**src/rtl/mux4_rr_arbiter_pkg.sv**
```systemverilog
// Shared definitions for the mux4_rr_arbiter slice: FSM encoding, requester count,
// select width, default data width and the round-robin winner search.
package mux4_rr_arbiter_pkg;

   localparam int NUM_REQ       = 4;
   localparam int SEL_W         = 2;
   localparam int DEFAULT_WIDTH = 5;

   typedef enum logic {
      IDLE  = 1'b0,
      GRANT = 1'b1
   } state_t;

   // Scans from the highest offset down so the first requester at or after ptr wins.
   function automatic logic [SEL_W-1:0] rr_pick(input logic [NUM_REQ-1:0] req,
                                               input logic [SEL_W-1:0]   ptr);
      logic [SEL_W-1:0] idx;
      rr_pick = ptr;
      for (int k = NUM_REQ - 1; k >= 0; k--) begin
         idx = ptr + SEL_W'(k);
         if (req[idx]) rr_pick = idx;
      end
   endfunction

endpackage

```
**src/rtl/mux4_rr_arbiter_mux4_w.sv**
```systemverilog
// Combinational 4:1 mux of WIDTH-bit words packed side by side, word i at [i*WIDTH +: WIDTH].
module mux4_w
   import mux4_rr_arbiter_pkg::*;
#(
   parameter int WIDTH = DEFAULT_WIDTH
) (
   input  logic [NUM_REQ*WIDTH-1:0] in_data,
   input  logic [SEL_W-1:0]         select,
   output logic [WIDTH-1:0]         out_data
);

   always_comb begin
      out_data = in_data[select*WIDTH +: WIDTH];
   end

endmodule

```
**src/rtl/mux4_rr_arbiter.sv**
```systemverilog
// Round-robin arbiter sharing one 4:1 mux onto a valid/ready output bus.
// Optional macro ARB_BURST_EN lets a winner keep the grant for up to MAX_BURST transfers.
module mux4_rr_arbiter
   import mux4_rr_arbiter_pkg::*;
#(
   parameter int WIDTH     = DEFAULT_WIDTH,
   parameter int MAX_BURST = 4
) (
   input  logic                     clk,
   input  logic                     rst_n,
   input  logic [NUM_REQ-1:0]       req,
   input  logic [NUM_REQ*WIDTH-1:0] in_data,
   input  logic                     out_ready,
   output logic                     out_valid,
   output logic [WIDTH-1:0]         out_data,
   output logic [SEL_W-1:0]         select,
   output logic [NUM_REQ-1:0]       ack,
   output logic                     busy
);

   if (MAX_BURST < 1 || MAX_BURST > 15) begin : g_bad_burst
      $error("MAX_BURST must be in 1..15");
   end

   state_t           state;
   logic [SEL_W-1:0] rr_ptr;
   logic [WIDTH-1:0] mux_word;
   logic             xfer;

   mux4_w #(.WIDTH(WIDTH)) u_mux (
      .in_data  (in_data),
      .select   (select),
      .out_data (mux_word)
   );

   // Dropping req[select] pulls out_valid low in the same cycle, hence combinational.
   always_comb begin
      out_valid = (state == GRANT) && req[select];
      out_data  = out_valid ? mux_word : '0;
      xfer      = out_valid && out_ready;
      ack       = '0;
      if (xfer) ack[select] = 1'b1;
   end

`ifdef ARB_BURST_EN
   localparam logic [4:0] BURST_LIM = 5'(MAX_BURST);
   logic [3:0] burst_cnt;
   logic       burst_more;

   always_comb begin
      burst_more = ({1'b0, burst_cnt} + 5'd1) < BURST_LIM;
   end
`endif

   always_ff @(posedge clk or negedge rst_n) begin
      if (!rst_n) begin
         state  <= IDLE;
         select <= '0;
         rr_ptr <= '0;
         busy   <= 1'b0;
`ifdef ARB_BURST_EN
         burst_cnt <= '0;
`endif
      end else begin
         case (state)
            IDLE: begin
               if (|req) begin
                  select <= rr_pick(req, rr_ptr);
                  state  <= GRANT;
                  busy   <= 1'b1;
               end
            end
            GRANT: begin
               if (xfer) begin
`ifdef ARB_BURST_EN
                  if (burst_more) begin
                     burst_cnt <= burst_cnt + 4'd1;
                  end else begin
                     state     <= IDLE;
                     busy      <= 1'b0;
                     rr_ptr    <= select + 2'd1;
                     burst_cnt <= '0;
                  end
`else
                  state  <= IDLE;
                  busy   <= 1'b0;
                  rr_ptr <= select + 2'd1;
`endif
               end else if (!req[select]) begin
                  // Abort: requester withdrew before transferring, pointer stays put.
                  state <= IDLE;
                  busy  <= 1'b0;
`ifdef ARB_BURST_EN
                  burst_cnt <= '0;
`endif
               end
            end
         endcase
      end
   end

endmodule

```
**config.mk**
```make
export PLATFORM = sky130hd
export DESIGN_NAME = mux4_rr_arbiter
export DESIGN_NICKNAME = d
export VERILOG_FILES = /design/src/rtl/mux4_rr_arbiter_pkg.sv /design/src/rtl/mux4_rr_arbiter_mux4_w.sv /design/src/rtl/mux4_rr_arbiter.sv
export SDC_FILE = /design/constraint.sdc
export NUM_CORES = 1
export LEC_CHECK = 0
export ABC_AREA = 1
export CAP_MARGIN = 10
export CORE_ASPECT_RATIO = 1.1
export CORE_UTILIZATION = 30
export CTS_CLUSTER_SIZE = 24
export DETAILED_ROUTE_END_ITERATION = 16
export PLACE_DENSITY = 0.64
export SLEW_MARGIN = 30
export SYNTH_ARGS = -nofsm -noshare
export SYNTH_HDL_FRONTEND = slang
export SYNTH_SLANG_ARGS = --single-unit
```
**constraint.sdc**
```tcl
create_clock -name clk -period 2.4 [get_ports clk]
set_clock_uncertainty 0.2 [all_clocks]
set_input_delay 0.6 -clock clk [delete_from_list [all_inputs] [get_ports clk]]
set_output_delay 0.6 -clock clk [all_outputs]
set_load 0.005 [all_outputs]
```
==> flow_summary.toml <==
[layout]
area_growth_pct = 81.8
final_cell_area_um2 = 1350
mostFrequentLayoutCell = "nand2_1"
nNetsFinal = 227
antennaDiodeCount = 0
drive_above_1_share_pct = 33.5
layout_common_cells = "nand2_1 (33), clkdlybuf4s50_1 (24), nor2_1 (23), buf_4 (23), inv_1 (13)"
fin_cells = 224
final_util_pct = 58.9

[global_route]
grt_max_degree = 13
grt_pass1_wl_um = 3660
grt_remaining_overflow = 0
grt_usage_pct = 18.2
grt_pass1_vias = 890
antenna_found_initial = 0

[synthesis]
synth_cells = 133
syn_avg_cell_area_um2 = 5.60
synth.ff_latch_count = 6
ys_warn_count = 0
syn_area_um2 = 744
yosys.cell_types.count = 19
synth_nets = 164
yosysSeqAreaShare_pct = 20.2

[power_and_ir_drop]
pwr-share-clk_pct = 6.7
p_sw_uw = 698
p_int_uw = 693
ir_worst_vdd_v = 0.000725
seqPwrFrac_pct = 16.9
p_comb_share_pct = 76.4
netSwitchingFraction_pct = 50.2
powerDensity_nw_per_um2 = 1030
leakage_nw = 0.704

[placement]
post-place-ws_ns = -0.667
place_area_um2 = 1250
gp_congestion = 0.795
dpl.cell_count = 212
detailed_place_hpwl_um = 1770
io_buffer_count = 39

[worst_setup_path]
path_max_fanout = 7
worst-endpoint-required_ns = 1.60
cp_top_family = "buffers and inverters"
cp.arrival_ns = 1.56
slowest_delay_ns = 0.25
crit_path_end_kind = "primary output"
cp_cell_sequence = "dlygate4sd2_1, o21ai_1, nand2_2, nand2_4, clkinv_4, nand2_8, nor2_1, buf_2"
cp_slowest_cell = "dlygate4sd2_1"
startpoint_type = "primary input"
critPathKind = "in2out"
critPathBufInv = 3
r2r_slack_ns = 0.63

[clocking]
cts.htree.levels = 1
cts_hold_buf = 0
clockBufferDepth = 2
clkSinkCount = 6
clock_latency_ns = 0.25
clk_pin_slew_ns = 0.04
cts_buffers = 3
cts_root_buffer = "clkbuf_4"
cts_tree = "built"

[sta]
setup_viol = 0
hold_violations = 0
fin_ws_ns = 0.0373
fmax_ghz = 0.423
period_share_pct = 98.4
fin_crit_ns = 2.36
tightest_slew_ns = 0.380
slew_viol_final = 0
slew_headroom_pct = 74.7

[floorplan]
die_area_um2 = 2680
core_um2 = 2300
die_w_um = 49.5
io_pins = 40
start_util_pct = 32.4
floorplan.die.height_um = 54.2
rows = 18

[route]
vias_per_cell = 4.57
vias = 1023
finalWirelength_um = 2450
wl_per_cell_um = 10.9
dr.pass1.iters = 4
ant_nets = 0
drt-initial-drc-count = 20
drc = 0

[min_path]
hold_class = "reg2reg"

[flow_run]
max_cap_viol_count = 0

[status]
outcome = "finished clean"
==> state kept, by name (all words and copies together), names as in the netlist <==
signal / flops
select: 2
busy: 1
state: 1
rr_ptr: 2
==> power by group through the flow <==
stage / registers [mW] / logic (mW) / clock network (mW)
final: 0.235 / 1.06 / 0.0936
after global routing: 0.246 / 1.20 / 0.101
after CTS: 0.226 / 0.995 / 0.0983
after detailed placement: 0.228 / 0.993 / 0
after global placement: 0.226 / 0.987 / 0
after floorplan: 0.204 / 0.599 / 0
==> logic make-up after synthesis <==
kind of cell / after synthesis / share of synthesized area (%)
and+or+nand+nor: 73 / 40.7
AOI/OAI and AO/OA: 27 / 18.8
buffers and inverters: 23 / 13.6
DFF: 6 / 20.2
adders and majority gates: 4 / 6.72
==> worst reg2reg max path: stages (launching register included) <==
cell,delay [ns]
dfrtp_1,0.56
inv_1,0.19
nand2_1,0.15
nand3_1,0.11
nand2_1,0.08
inv_1,0.04
nand2_1,0.06
nand2_2,0.06
nand2_1,0.05
nand2_1,0.04
nand3_1,0.08
nand2_1,0.05
==> synthesized netlist by cell type <==
| cell | count | share of area [%] |
|---|---|---|
| nand2_1 | 36 | 18 |
| nor2_1 | 26 | 13 |
| inv_1 | 15 | 7.6 |
| o21ai_0 | 13 | 8.7 |
| a21oi_1 | 8 | 5.4 |
| nand3_1 | 7 | 4.7 |
| dfrtp_1 | 6 | 20 |
| ha_1 | 4 | 6.7 |
| o21ai_1 | 4 | 2.7 |
| inv_2 | 3 | 1.5 |
| buf_2 | 2 | 1.3 |
| nand2_4 | 2 | 3.0 |
| a21oi_2 | 1 | 1.2 |
| a31oi_1 | 1 | 0.84 |
| buf_6 | 1 | 1.5 |
| clkbuf_1 | 1 | 0.50 |
| clkinv_4 | 1 | 1.2 |
| nand4_1 | 1 | 0.84 |
| nor2_2 | 1 | 0.84 |
==> through the flow <==
stage / power (mW) / hold slack [ns] / TNS (ns)
floorplan: 0.803 / 0.104 / 0
global placement: 1.21 / 0.268 / -6.04
detailed placement: 1.22 / 0.274 / -6.18
CTS: 1.32 / 0.285 / 0
global route: 1.55 / 0.335 / -0.0789
finish: 1.39 / 0.279 / 0
==> cell type report <==
type | count | area [um^2]
fillers | 236 | 943
well taps | 30 | 37.5
multi-input cells | 104 | 562
flip-flops and latches | 6 | 151
clock buffers | 3 | 22.5
repair buffers | 62 | 504
inverters | 19 | 76.3
==> worst paths after layout <==
path,end,cells after the start,start
setup / recovery,ack[3],8,req[3]
hold reg to reg,busy$_DFFE_PN0P_,2,busy$_DFFE_PN0P_
hold / removal,busy$_DFFE_PN0P_,2,busy$_DFFE_PN0P_
setup reg to reg,select[0]$_DFFE_PN0P_,11,rr_ptr[0]$_DFFE_PN0P_
min in group asynchronous,state$_DFF_PN0_,1,rst_n
max in group asynchronous,select[0]$_DFFE_PN0P_,1,rst_n
==> repair_timing <==
| item | 4_1_cts | 5_1_grt |
|---|---|---|
| setup buffers | 6 | 3 |
| endpoints found under the setup margin | 10 | 11 |
| pin swaps | 11 | 14 |
| cloned | 0 | 0 |
| gates resized for setup | 50 | 28 |
==> routing by layer <==
metal	GRT usage, %	part of all wire (%)
met4	5.71	0.33
met1	21.1	45
met2	33.1	48
met3	4.72	7.0
met5	0	0
No activity file was read; power rests on OpenSTA's default activity.
==> edit 1 (same settings) <==
`NUM_REQ`: 4 -> 6.
--- a/src/rtl/mux4_rr_arbiter_pkg.sv
+++ b/src/rtl/mux4_rr_arbiter_pkg.sv
@@ -3,5 +3,5 @@
 package mux4_rr_arbiter_pkg;
 
-   localparam int NUM_REQ       = 4;
+   localparam int NUM_REQ       = 6;
    localparam int SEL_W         = 2;
    localparam int DEFAULT_WIDTH = 5;
Interface: changed (resized ack, in_data and req); port bits go from 40 to 54. No check against the original RTL was run, so the function may have changed too.
==> edit 1 against the unedited design <==
Synthesized area up 1.0%; critical endpoint is now out_data[1]; power about the same; cell area down 1.6%; sequential power down 3%; critical path type unchanged; final cell count unchanged; global-route usage down 1.9 points; sequential cell count unchanged; critical path depth down 2; wire length down 5.9%; sequential share of layout area up 0.085 points; setup slack worse by 37 ps; maximum frequency down 1.5%.
==> edit 1: results (changes against the unedited design) <==
{
  "routedWlPerCell": {"value": 10.3, "unit": "um", "change": "was 10.9 um"},
  "clk-insertion-delay-late": {"value": 230, "unit": "ps", "change": "was 250 ps"},
  "worstSetupStartpoint": {"value": "in_data[1]", "change": "was req[3]"},
  "fmax": {"value": 0.417, "unit": "GHz", "change": "was 0.423 GHz"},
  "grt_max_degree": {"value": 16, "change": "was 13"},
  "preCtsSetupSlack": {"value": -687, "unit": "ps", "change": "was -667 ps"},
  "port_buffers": {"value": 41, "change": "was 39"},
  "netlist_top_cells_count": {"value": "nand2_1, nor2_1, inv_1, o21ai_0, nand3_1", "change": "was nand2_1, nor2_1, inv_1"},
  "ys_seq_area_share": {"value": 20.0, "unit": "%", "change": "was 20.2%"},
  "netlist_top_cells_area": {"value": "dfrtp_1, nand2_1, nor2_1, o21ai_0, nand3_1", "change": "was dfrtp_1, nand2_1, nor2_1, o21ai_0, inv_1"},
  "track_usage": {"value": 16.3, "unit": "%", "change": "was 18.2%"},
  "place_inst": {"value": 210, "change": "was 212"},
  "grt_pass1_vias": {"value": 888, "change": "was 890"},
  "timing.critical_path.slowest_cell_delay": {"value": 460, "unit": "ps", "change": "was 250 ps"},
  "post_synth_cell_types": {"value": 20, "change": "was 19"},
  "finalWeightedCongestion": {"value": 0.830, "change": "was 0.795"},
  "num-nets-final": {"value": 239, "change": "was 227"},
  "worstSetupEndpoint": {"value": "out_data[1]", "change": "was ack[3]"},
  "post_route_cells_drive_above_1_share": {"value": 29.4, "unit": "%", "change": "was 33.5%"},
  "grt_pass1_wl": {"value": 3440, "unit": "um", "change": "was 3660 um"},
  "avgSynthCellArea": {"value": 5.61, "unit": "sq um", "change": "was 5.60 sq um"},
  "post_cts.resized_instances": {"value": 56, "change": "was 50"},
  "crit_slowest_cell": {"value": "clkdlybuf4s50_1", "change": "was dlygate4sd2_1"},
  "dpl.hpwl": {"value": 1750, "unit": "um", "change": "was 1770 um"},
  "regToRegSetupSlack": {"value": 540, "unit": "ps", "change": "was 630 ps"},
  "run_status": {"value": "finished clean", "change": "unchanged"},
  "post_dp_cell_area": {"value": 0.00124, "unit": "sq mm", "change": "was 0.00125 sq mm"},
  "first_iter_violations": {"value": 13, "change": "was 20"},
  "ff2ff_path_depth": {"value": 12, "change": "was 11"}
}
[edit 1: per-layer routing]
metal	vias to the layer above	track usage (%)	part of all wire (%)
met5	-	0	0
met4	0	5.71	0
met3	0	0.556	4.5
met2	33	34.5	53
met1	463	17.2	42
li1	537	-	-
[edit 1: power by group]
part / switching, mW / internal, mW
logic: 0.588 / 0.489
clock network: 0.0303 / 0.0562
registers: 0.0746 / 0.153
total: 0.693 / 0.699
[edit 1: cells by family (layout without fill, tap and decap cells)]
logic type	Yosys count	in the layout	share of synthesized area, %
AOI/OAI and AO/OA	24	24	16.5
adders and majority gates	4	4	6.66
buffers and inverters	24	83	14.1
DFF	6	6	20.0
other	1	2	0.499
and+or+nand+nor	75	75	42.3
[edit 1: final cells by class]
cell class	instances	area, sq um
sequential	6	150
timing repair buffer	62	513
clock buffer	3	22.5
multi-input combinational	105	539
inverter	18	70.1
tap	30	37.5
fill	244	965
==> edit 2 (config.mk and constraints unchanged) <==
Made on the original files. Reset style: synchronous (`rst_n`), changed in one clocked block.
--- a/src/rtl/mux4_rr_arbiter.sv
+++ b/src/rtl/mux4_rr_arbiter.sv
@@ -53,5 +53,5 @@
 `endif
 
-   always_ff @(posedge clk or negedge rst_n) begin
+   always_ff @(posedge clk) begin
       if (!rst_n) begin
          state  <= IDLE;
Formal check against the unedited RTL: differs if rst_n is asserted again (counterexample within 4 cycles, from zero or initial values and one cycle with rst_n low); with rst_n held inactive, the same outputs for 10 cycles.
==> edit 2 against the unedited design <==
Utilization down 3.4 points; wire length fell by 8.2%; synthesized area down 1.2%; synthesized cell count is 0.75% higher; cell area shrank 6.7%; sequential cell count unchanged; setup slack better by 24 ps.
Power is not compared: it rests on default switching activity, and its combinational part moved more than twofold at a synthesized area within 25%.
==> edit 2: results (changes against the unedited design) <==
{
  "inv_count": {"value": 21, "change": "was 19"},
  "routed-wl-met3": {"value": 184, "unit": "um", "change": "was 172 um"},
  "max_slew.worst_pin.slew": {"value": 318, "unit": "ps", "change": "was 380 ps"},
  "signal_buffers": {"value": 57, "change": "was 62"},
  "track_usage": {"value": 17.3, "unit": "%", "change": "was 18.2%"},
  "ff2ff_path_depth": {"value": 10, "change": "was 11"},
  "place_inst": {"value": 209, "change": "was 212"},
  "seq-cell-share": {"value": 9.60, "unit": "%", "change": "was 11.2%"},
  "grt_pass1_vias": {"value": 891, "change": "was 890"},
  "async_flop_share": {"value": 0, "unit": "%", "change": "was 100%"},
  "run_status": {"value": "finished clean", "change": "unchanged"},
  "ys_seq_area_share": {"value": 16.3, "unit": "%", "change": "was 20.2%"},
  "met1_usage": {"value": 19.4, "unit": "%", "change": "was 21.1%"},
  "worstSetupEndpoint": {"value": "out_data[0]", "change": "was ack[3]"},
  "dominantRegCellSynth": {"value": "dfxtp_1", "change": "was dfrtp_1"},
  "timing.critical_path.slowest_cell_delay": {"value": 460, "unit": "ps", "change": "was 250 ps"},
  "yosys.area_share.adder": {"value": 6.80, "unit": "%", "change": "was 6.72%"},
  "min_path_cells": {"value": 1, "change": "was 2"},
  "post_cts.resized_instances": {"value": 53, "change": "was 50"},
  "grt_pass1_wl": {"value": 3590, "unit": "um", "change": "was 3660 um"},
  "grtUsageMet3": {"value": 3.67, "unit": "%", "change": "was 4.72%"},
  "vias_per_cell": {"value": 4.59, "change": "was 4.57"},
  "gr-usage-met2": {"value": 33.6, "unit": "%", "change": "was 33.1%"},
  "route.met2.wl": {"value": 1040, "unit": "um", "change": "was 1170 um"},
  "layout.cells.non_filler": {"value": 220, "change": "was 224"},
  "detail_route.wirelength": {"value": 2250, "unit": "um", "change": "was 2450 um"},
  "netlist_top_cells_count": {"value": "nand2_1, nor2_1, inv_1", "change": "unchanged"},
  "multi_input_area_share": {"value": 42.0, "unit": "%", "change": "was 41.5%"},
  "syn-cell-area": {"value": 736, "unit": "sq um", "change": "was 744 sq um"},
  "hold_start": {"value": "state$_SDFF_PN0_", "change": "was busy$_DFFE_PN0P_"}
}
[edit 2: cell count changes after synthesis, sizes merged]
cell,before,now
dfrtp,6,0
inv,18,20
o21ai,17,14
dfxtp,0,6
nor2,27,25
nand2,38,36
nand3,7,9
o211ai,0,1
a211oi,0,1
a21oi,9,11
[edit 2: power breakdown]
group	internal [mW]	leakage, nW	total (mW)	switching, mW
combinational	0.145	0.593	0.287	0.143
clock	0.0565	0.0138	0.0913	0.0349
sequential	0.111	0.0499	0.127	0.0153
[edit 2: through the flow]
| stage | total power [mW] | TNS [ps] | setup WS, ps | util (%) | area (sq um) |
|---|---|---|---|---|---|
| after floorplan | 0.273 | 0 | 312 | - | 736 |
| after global placement | 0.399 | -6350 | -684 | 53.4 | 1210 |
| after detailed placement | 0.400 | -6720 | -737 | 53.4 | 1210 |
| after CTS | 0.505 | 0 | 13.6 | 55.8 | 1270 |
| after global routing | 0.553 | 0 | 1.21 | 55.6 | 1260 |
| final | 0.506 | 0 | 61.1 | 55.6 | 1260 |
